$ cat config.mk
export PLATFORM = sky130hd
export DESIGN_NAME = random_server
export DESIGN_NICKNAME = d
export VERILOG_FILES = /design/src/rtl/random_pkg.sv /design/src/rtl/rr_arbiter.sv /design/src/rtl/random_server.sv
export SDC_FILE = /design/constraint.sdc
export NUM_CORES = 1
export LEC_CHECK = 0
export CELL_PAD_IN_SITES_DETAIL_PLACEMENT = 1
export CELL_PAD_IN_SITES_GLOBAL_PLACEMENT = 1
export CORE_ASPECT_RATIO = 1.2
export CORE_MARGIN = 3
export CORE_UTILIZATION = 41
export DETAILED_ROUTE_END_ITERATION = 8
export PLACE_DENSITY = 0.95
export SETUP_SLACK_MARGIN = 0.4
export SLEW_MARGIN = 10
export SYNTH_ARGS = -nofsm -noshare
export SYNTH_HDL_FRONTEND = slang
export SYNTH_SLANG_ARGS = --single-unit
$ cat constraint.sdc
create_clock -name clk -period 5.2 [get_ports clk]
set_clock_uncertainty 0.05 [all_clocks]
set_input_delay 1.04 -clock clk [delete_from_list [all_inputs] [get_ports clk]]
set_output_delay 1.04 -clock clk [all_outputs]
set_load 0.05 [all_outputs]
$ cat src/rtl/random_pkg.sv
// Shared definitions for the random value server: FSM state encoding and default sizing.
package random_pkg;

  typedef enum logic [1:0] {
    S_IDLE  = 2'd0,
    S_WAIT  = 2'd1,
    S_CHECK = 2'd2,
    S_DONE  = 2'd3
  } state_t;

  localparam int DEF_NREQ      = 4;
  localparam int DEF_WIDTH     = 16;
  localparam int DEF_FRESH     = 16;
  localparam int DEF_MAX_RETRY = 8;

endpackage

$ cat src/rtl/rr_arbiter.sv
// Combinational round-robin pick: first set request strictly after rr_ptr, wrapping at NREQ.
module rr_arbiter #(
  parameter int NREQ = 4
) (
  input  logic [NREQ-1:0]         req,
  input  logic [$clog2(NREQ)-1:0] rr_ptr,
  output logic [$clog2(NREQ)-1:0] grant,
  output logic                    any_req
);

  localparam int IW = $clog2(NREQ);

  int   idx;
  logic found;

  always_comb begin
    grant = '0;
    found = 1'b0;
    idx   = 0;
    for (int k = 1; k <= NREQ; k++) begin
      idx = (int'(rr_ptr) + k) % NREQ;
      if (!found && req[idx[IW-1:0]]) begin
        grant = IW'(idx);
        found = 1'b1;
      end
    end
  end

  assign any_req = |req;

endmodule

$ cat src/rtl/random_server.sv
// Shares one free-running LFSR among NREQ requesters, returning bounded values in [0, limit].
// Optional statistics counters are enabled with the RANDOM_SERVER_STATS_EN macro.
module random_server
  import random_pkg::*;
#(
  parameter int NREQ      = DEF_NREQ,
  parameter int WIDTH     = DEF_WIDTH,
  parameter int FRESH     = DEF_FRESH,
  parameter int MAX_RETRY = DEF_MAX_RETRY
) (
  input  logic                  clk,
  input  logic                  rst,
  input  logic [WIDTH-1:0]      rnd_in,
  input  logic [NREQ-1:0]       req,
  input  logic [NREQ*WIDTH-1:0] limit,
  output logic [NREQ-1:0]       valid,
  output logic [WIDTH-1:0]      rnd_out,
  output logic                  busy
`ifdef RANDOM_SERVER_STATS_EN
  ,
  output logic [15:0]           reject_cnt,
  output logic [7:0]            fallback_cnt
`endif
);

  localparam int IW = $clog2(NREQ);
  localparam int FW = $clog2(FRESH + 1);
  localparam int RW = (MAX_RETRY > 1) ? $clog2(MAX_RETRY) : 1;

  // Smallest all-ones value covering v, by smearing the top set bit downward.
  function automatic logic [WIDTH-1:0] mask_of(input logic [WIDTH-1:0] v);
    logic [WIDTH-1:0] m;
    m = v;
    for (int s = 1; s < WIDTH; s = s * 2) begin
      m = m | (m >> s);
    end
    return m;
  endfunction

  state_t           state, state_n;
  logic [FW-1:0]    fresh_cnt;
  logic [RW-1:0]    retry;
  logic [IW-1:0]    rr_ptr;
  logic [IW-1:0]    grant_q;
  logic [WIDTH-1:0] lim_q;
  logic [WIDTH-1:0] mask_q;
  logic [WIDTH-1:0] sample_q;

  logic [IW-1:0]    arb_grant;
  logic             any_req;
  logic [WIDTH-1:0] sel_limit;

  logic             do_grant;
  logic             do_cap;
  logic             do_result;
  logic             do_reject;
  logic             do_fallback;
  logic [WIDTH-1:0] result;

  rr_arbiter #(.NREQ(NREQ)) u_arb (
    .req     (req),
    .rr_ptr  (rr_ptr),
    .grant   (arb_grant),
    .any_req (any_req)
  );

  assign sel_limit = limit[arb_grant*WIDTH +: WIDTH];
  assign busy      = (state != S_IDLE);

  always_ff @(posedge clk or negedge rst) begin
    if (!rst) begin
      state <= S_IDLE;
    end else begin
      state <= state_n;
    end
  end

  always_comb begin
    state_n     = state;
    do_grant    = 1'b0;
    do_cap      = 1'b0;
    do_result   = 1'b0;
    do_reject   = 1'b0;
    do_fallback = 1'b0;
    result      = '0;
    case (state)
      S_IDLE: begin
        if (any_req) begin
          do_grant = 1'b1;
          state_n  = S_WAIT;
        end
      end
      S_WAIT: begin
        if (fresh_cnt == FW'(FRESH)) begin
          do_cap  = 1'b1;
          state_n = S_CHECK;
        end
      end
      S_CHECK: begin
        if (sample_q <= lim_q) begin
          result    = sample_q;
          do_result = 1'b1;
          state_n   = S_DONE;
        end else begin
          do_reject = 1'b1;
          // Mask never exceeds 2*limit+1, so the folded value stays in range.
          if (retry == RW'(MAX_RETRY - 1)) begin
            do_fallback = 1'b1;
            result      = sample_q - lim_q - WIDTH'(1);
            do_result   = 1'b1;
            state_n     = S_DONE;
          end else begin
            state_n = S_WAIT;
          end
        end
      end
      S_DONE: begin
        state_n = S_IDLE;
      end
      default: begin
        state_n = S_IDLE;
      end
    endcase
  end

  always_ff @(posedge clk or negedge rst) begin
    if (!rst) begin
      fresh_cnt <= '0;
      retry     <= '0;
      rr_ptr    <= IW'(NREQ - 1);
      grant_q   <= '0;
      lim_q     <= '0;
      mask_q    <= '0;
      sample_q  <= '0;
      valid     <= '0;
      rnd_out   <= '0;
    end else begin
      if (do_cap) begin
        fresh_cnt <= '0;
      end else if (fresh_cnt != FW'(FRESH)) begin
        fresh_cnt <= fresh_cnt + FW'(1);
      end

      if (do_grant) begin
        grant_q <= arb_grant;
        lim_q   <= sel_limit;
        mask_q  <= mask_of(sel_limit);
        retry   <= '0;
      end else if (do_reject && !do_fallback) begin
        retry <= retry + RW'(1);
      end

      if (do_cap) begin
        sample_q <= rnd_in & mask_q;
      end

      valid <= '0;
      if (do_result) begin
        valid   <= NREQ'(1) << grant_q;
        rnd_out <= result;
      end

      if (state == S_DONE) begin
        rr_ptr <= grant_q;
      end
    end
  end

`ifdef RANDOM_SERVER_STATS_EN
  always_ff @(posedge clk or negedge rst) begin
    if (!rst) begin
      reject_cnt   <= '0;
      fallback_cnt <= '0;
    end else begin
      if (do_reject && reject_cnt != 16'hFFFF) begin
        reject_cnt <= reject_cnt + 16'd1;
      end
      if (do_fallback && fallback_cnt != 8'hFF) begin
        fallback_cnt <= fallback_cnt + 8'd1;
      end
    end
  end
`endif

endmodule
# After elaboration in Yosys (flattened, before gate mapping)
# Cells that the tools add are included.
[word_totals]
register_bits = 82
latch_bits = 0
ram_bits = 0
romBits = 0
inputBits = 86
output_inout_bits = 21
elab_cells = 91
n_memories = 0
[classes]
addsub = 8
n_mul = 0
div = 0
magnitude_cmp = 5
n_eq_ne = 8
shifts = 2
muxes = 39
n_bitwise = 5
reduce_logical = 14
[ops]
columns = ["cell", "n"]
rows = [
  ["$shiftx 64x7->16", 1],
  ["$mux 16", 3],
  ["$mux 1", 18],
  ["$and 16x16->16", 1],
  ["$le 16x16->1", 1],
  ["$mux 2", 8],
  ["$or 16x12->16", 1],
  ["$or 16x14->16", 1],
  ["$or 16x15->16", 1],
  ["$or 16x8->16", 1],
  ["$sub 16x1->16 const B", 1],
  ["$sub 16x16->16", 1],
  ["$lt 2x3->1 const B", 4],
  ["$mux 5", 2],
  ["$bmux 1 s2", 4],
  ["$pmux 2 s4", 1],
  ["$mux 3", 2],
  ["$reduce_bool 2->1", 3],
  ["$add 5x1->5 const B", 1],
  ["$eq 5x5->1 const B", 1],
  ["$ne 5x5->1 const B", 1],
  ["$add 2x1->2 const B", 2],
  ["$add 2x2->2 const B", 2],
  ["$eq 2x2->1 const B", 2],
  ["11 further kinds", 18],
]

# Depth between registers and ports, before layout
[depth]
depth_word = 18
depth_mapped = 12

# Modules after synthesis
# A second synthesis with hierarchy kept.
[hier_totals]
cells_unflattened = 458
hier_area_um2 = 4645.7
[modules_own_cells]
columns = ["module", "n_inst", "cells_per_inst", "area_each_um2", "seq_area_each_um2"]
rows = [
  ["random_server", 1, 444, 4564.4, 2029.4],
  ["rr_arbiter", 1, 14, 81.3, 0.0],
]

# Least setup slack after synthesis
# No wires, ideal clock.
[synth_path]
kind = "input-to-reg"
start = "in req[0]"
end = "reg mask_q[0]"
t_arrival_ps = 3088
setup_slack_ps = 1928
stages = 10
n_path_buf = 2
cell_sequence = "and2b_1 a21oi_1 o221a_1 buf_6 buf_2 mux4_2 nor2_1 o2111a_2 and4_4 a31oi_1"
[synth_between]
elab_chain_len = 17
word_cells_on_any_way = 29
cone_classes = "shift: 1; mux: 17; bitwise: 4; reduce/logical: 7"
[synth_lines]
columns = ["item", "line", "rtl"]
rows = [
  ["start, declared", "random_server.sv:14", "input logic [NREQ-1:0] req,"],
  ["$bmux 1 s2", "rr_arbiter.sv:22", "if (!found && req[idx[IW-1:0]]) begin"],
  ["$mux 1 (implied by the code)", "rr_arbiter.sv:22", ""],
  ["$mux 1", "rr_arbiter.sv:22", ""],
  ["$logic_not 1->1", "rr_arbiter.sv:22", ""],
  ["$logic_and 1x1->1", "rr_arbiter.sv:22", ""],
  ["$mux 1", "rr_arbiter.sv:22", ""],
  ["$logic_not 1->1", "rr_arbiter.sv:22", ""],
  ["$logic_and 1x1->1", "rr_arbiter.sv:22", ""],
  ["$mux 1", "rr_arbiter.sv:22", ""],
  ["$logic_not 1->1", "rr_arbiter.sv:22", ""],
  ["$logic_and 1x1->1", "rr_arbiter.sv:22", ""],
  ["$mux 2", "rr_arbiter.sv:22", ""],
  ["$shiftx 64x7->16", "random_server.sv:67", "assign sel_limit = limit[arb_grant*WIDTH +: WIDTH];"],
  ["$or 16x15->16", "random_server.sv:35", "m = m | (m >> s);"],
  ["$or 16x14->16", "random_server.sv:35", ""],
  ["$or 16x12->16", "random_server.sv:35", ""],
  ["$or 16x8->16", "random_server.sv:35", ""],
  ["end signal, assigned", "random_server.sv:147", "mask_q <= mask_of(sel_limit);"],
  ["end, declared", "random_server.sv:46", "logic [WIDTH-1:0] mask_q;"],
]
# Parallel ways exist; a longest one is shown, timed or not. The select of a mux whose other input is x is not followed.
# A chain may end at the register's enable or synchronous reset.

# Worst setup path in the final report
# Same ends and word-level chain as after synthesis.

==> impl_metrics.csv <==
group,metric,value,unit
clocking,post_cts.resized_instances,0,
grt,grt_start_max_net_pins,82,
setup_path,worst-path-max-fanout,11,
synth,ys_async_sr_fraction,100,%
layout,commonest_non_fill_non_tap_cell_in_the_layout,"sky130_fd_sc_hd__clkdlybuf4s50_1",
setup_path,endpoint,"mask_q[0]",
place,port_buffers,106,
synth,synth-seq-cells,81,
grt,grt_antenna_before_repair,0,
timing,max_slew_headroom,22.5,%
die,die_height,122,µm
synth,syn-num-nets,603,
route,post_drt_wl_per_cell,19.9,µm
setup_path,r2r.worst_path.cells,8,
pwr,power.total,3.73,mW
timing,rsz_0062_raised_after_global_routing,"no",
timing,post-route-worst-setup-slack,1180,ps
setup_path,crit-reg2reg-launch,"rr_ptr[1]",
timing,fin_crit_sh,77.3,%
die,core_area,10800,µm²
clocking,cts-root-buf,"sky130_fd_sc_hd__clkbuf_16",
synth,synth_area_leader_cell,"sky130_fd_sc_hd__dfrtp_1",
layout,multi_input_area,2360,µm²
route,route.final.wire_length,14400,µm
clocking,post_cts_hold_buffer_count,0,
clocking,cts_sinks,81,
worst_hold_path,hold_path_class,"reg -> reg",
synth,netlist_instances,495,
die,fp.dieArea,12600,µm²
layout,flow.area_growth_from_synthesis,30.8,%
timing,timing.final.hold_violations,0,
timing,finalCriticalPeriod,4020,ps
clocking,ctsHtreeMaxLevel,3,
clocking,clock_tree.buffer_depth,2,
layout,seq_area,2030,µm²
clocking,clkSlewWorstSetupHoldPaths,60,ps
layout,final_area,6040,µm²
clocking,clkLatencyLatePin,350,ps
layout,post_route_cells_drive_above_1_share,7.38,%
place,placement.cell_area,5760,µm²
run_status,outcome,"completed",
run,maxCapViolCount,0,
layout,diodes,0,
clocking,cts_tree,"yes",
synth,mappedNetlistArea,4610,µm²
die,placement_rows,41,
grt,grt_pass1_vias,4663,
layout,design.final.nets,699,
route,routed_vias,4171,
place,gpl.final_weighted_congestion,0.830,
pwr,power_density,619,nW/µm²
route,postRouteAntennaNets,0,
setup_path,r2r-end,"mask_q[0]",
timing,finalSetupViolations,0,
timing,worstMarginPinSlew,1160,ps
place,detailed_place_hpwl,11200,µm
timing,timing.fmax,249,MHz
clocking,post-cts-setup-buffers,0,
synth,yosys_warnings,0,
place,pre_cts_ws,766,ps
synth,yosysUniqueCellTypes,54,
synth,yosys-top-cells-area,"sky130_fd_sc_hd__dfrtp_1 (43%), sky130_fd_sc_hd__nand2_1 (7.2%), sky130_fd_sc_hd__o21ai_0 (6.6%)",
die,die_w,103,µm
layout,num-fill-cells,1227,
route,first_pass_drt_iterations,4,
synth,synth_edf_count,0,
setup_path,path_class,"in -> reg",
worst_hold_path,min-delay-start,"rnd_out[7]",
route,route.detailed.vias_per_inst,5.75,
die,ios,107,
layout,most_used_cells_in_the_layout_excluding_fill_and_tap_cells,"sky130_fd_sc_hd__clkdlybuf4s50_1 (105), sky130_fd_sc_hd__nand2_1 (89), sky130_fd_sc_hd__dfrtp_1 (79)",
grt,grt_pass1_wl,24100,µm
setup_path,start_kind,"input pin",
die,initial_core_util,42.8,%
clocking,cts_buffers,9,
setup_path,timing.critical_path.from,"req[0]",
setup_path,timing.critical_path.to_type,"flip-flop",
synth,synth.yosys.seq_area_share,44.0,%
grt,global_route.usage.total,24.8,%
synth,post-synth-top-area-fraction,42.8,%
pwr,worst_ir_drop_vdd,0.199,mV
pwr,power.static_leakage,2.63,nW
timing,maxSlewViolCount,0,
timing,setup_tns,0,ps
setup_path,crit_arrival,4180,ps
setup_path,r2r_slack,1930,ps
setup_path,worst_ep_required_time,5360,ps
route,drt-initial-drc-count,135,
synth,syn_area_per_cell,9.32,µm²
synth,ys.flop_type,"sky130_fd_sc_hd__dfrtp_1",
grt,globalRouteOverflowTotal,0,
route,drcViolationCount,0,
## logic make-up after synthesis
logic type / synth area share, %
multiplexers: 8.60
AND/OR/NAND/NOR: 15.0
AO/OA/AOI/OAI: 18.2
adder cells (fa/ha/maj): 6.13
flip-flops: 44.0
buffers and inverters: 5.07
XOR/XNOR: 3.04
## per-layer routing
metal / track usage, % / wire length, µm / up-vias
met5: 0 / 0 / -
met4: 9.55 / 318 / 0
met3: 4.26 / 688 / 32
met2: 44.6 / 7770 / 120
met1: 29.2 / 5640 / 2088
li1: - / - / 1931
## state kept, by name (all words and copies together), names as in the netlist
signal and count:
sample_q 16, valid 4, state 2, rr_ptr 2, lim_q 16, grant_q 2
retry 3, fresh_cnt 5, rnd_out 16, mask_q 15
## synthesized netlist by cell type (all sizes together), types with 6 or more instances
library cell and n:
a21o 9, a21oi 21, a22oi 8, a31oi 6, buf 6, clkbuf 18
dfrtp 79, ha 21, inv 35, mux2 7, mux2i 7, mux4 11
nand2 89, nor2 27, nor3 8, o21ai 61, xnor2 11
## worst max-delay path: stages
cell,delay [ps]
sky130_fd_sc_hd__clkdlybuf4s50_1,550
sky130_fd_sc_hd__and2b_1,230
sky130_fd_sc_hd__a21oi_1,130
sky130_fd_sc_hd__o221a_1,580
sky130_fd_sc_hd__mux4_2,630
sky130_fd_sc_hd__nor4_1,330
sky130_fd_sc_hd__o2111a_2,330
sky130_fd_sc_hd__and4_4,270
sky130_fd_sc_hd__a31oi_1,90
## report_power, final
group	internal, mW	switching, mW
Combinational	0.838	1.25
Sequential	0.861	0.198
Clock	0.324	0.266
## final cells by class
class / count / share of cell area, %
clock inverter: 6 / 0.746
sequential: 81 / 33.6
timing repair buffer: 109 / 17.9
multi-input combinational: 355 / 39.1
tap: 129 / 2.67
inverter: 35 / 2.18
clock buffer: 10 / 3.79
## per-stage QoR
stage	hold slack [ps]	cells	utilization [%]
global placement	416	709	53.5
detailed placement	424	709	53.5
CTS	438	725	56.0
finish	428	725	56.0
global route	472	725	56.0
floorplan	396	495	-
## how the worst min path moves through the flow
| stage | end | cells past startpoint |
|---|---|---|
| 2_1_floorplan | mask_q[14] | 2 |
| 3_3_place_gp | rnd_out[7] | 2 |
| 3_5_place_dp | rnd_out[7] | 2 |
| 4_1_cts | rnd_out[7] | 2 |
| 5_1_grt | rnd_out[8] | 2 |
| 6_report | rnd_out[7] | 2 |
Note: power is estimated with default switching activity, not from simulation.
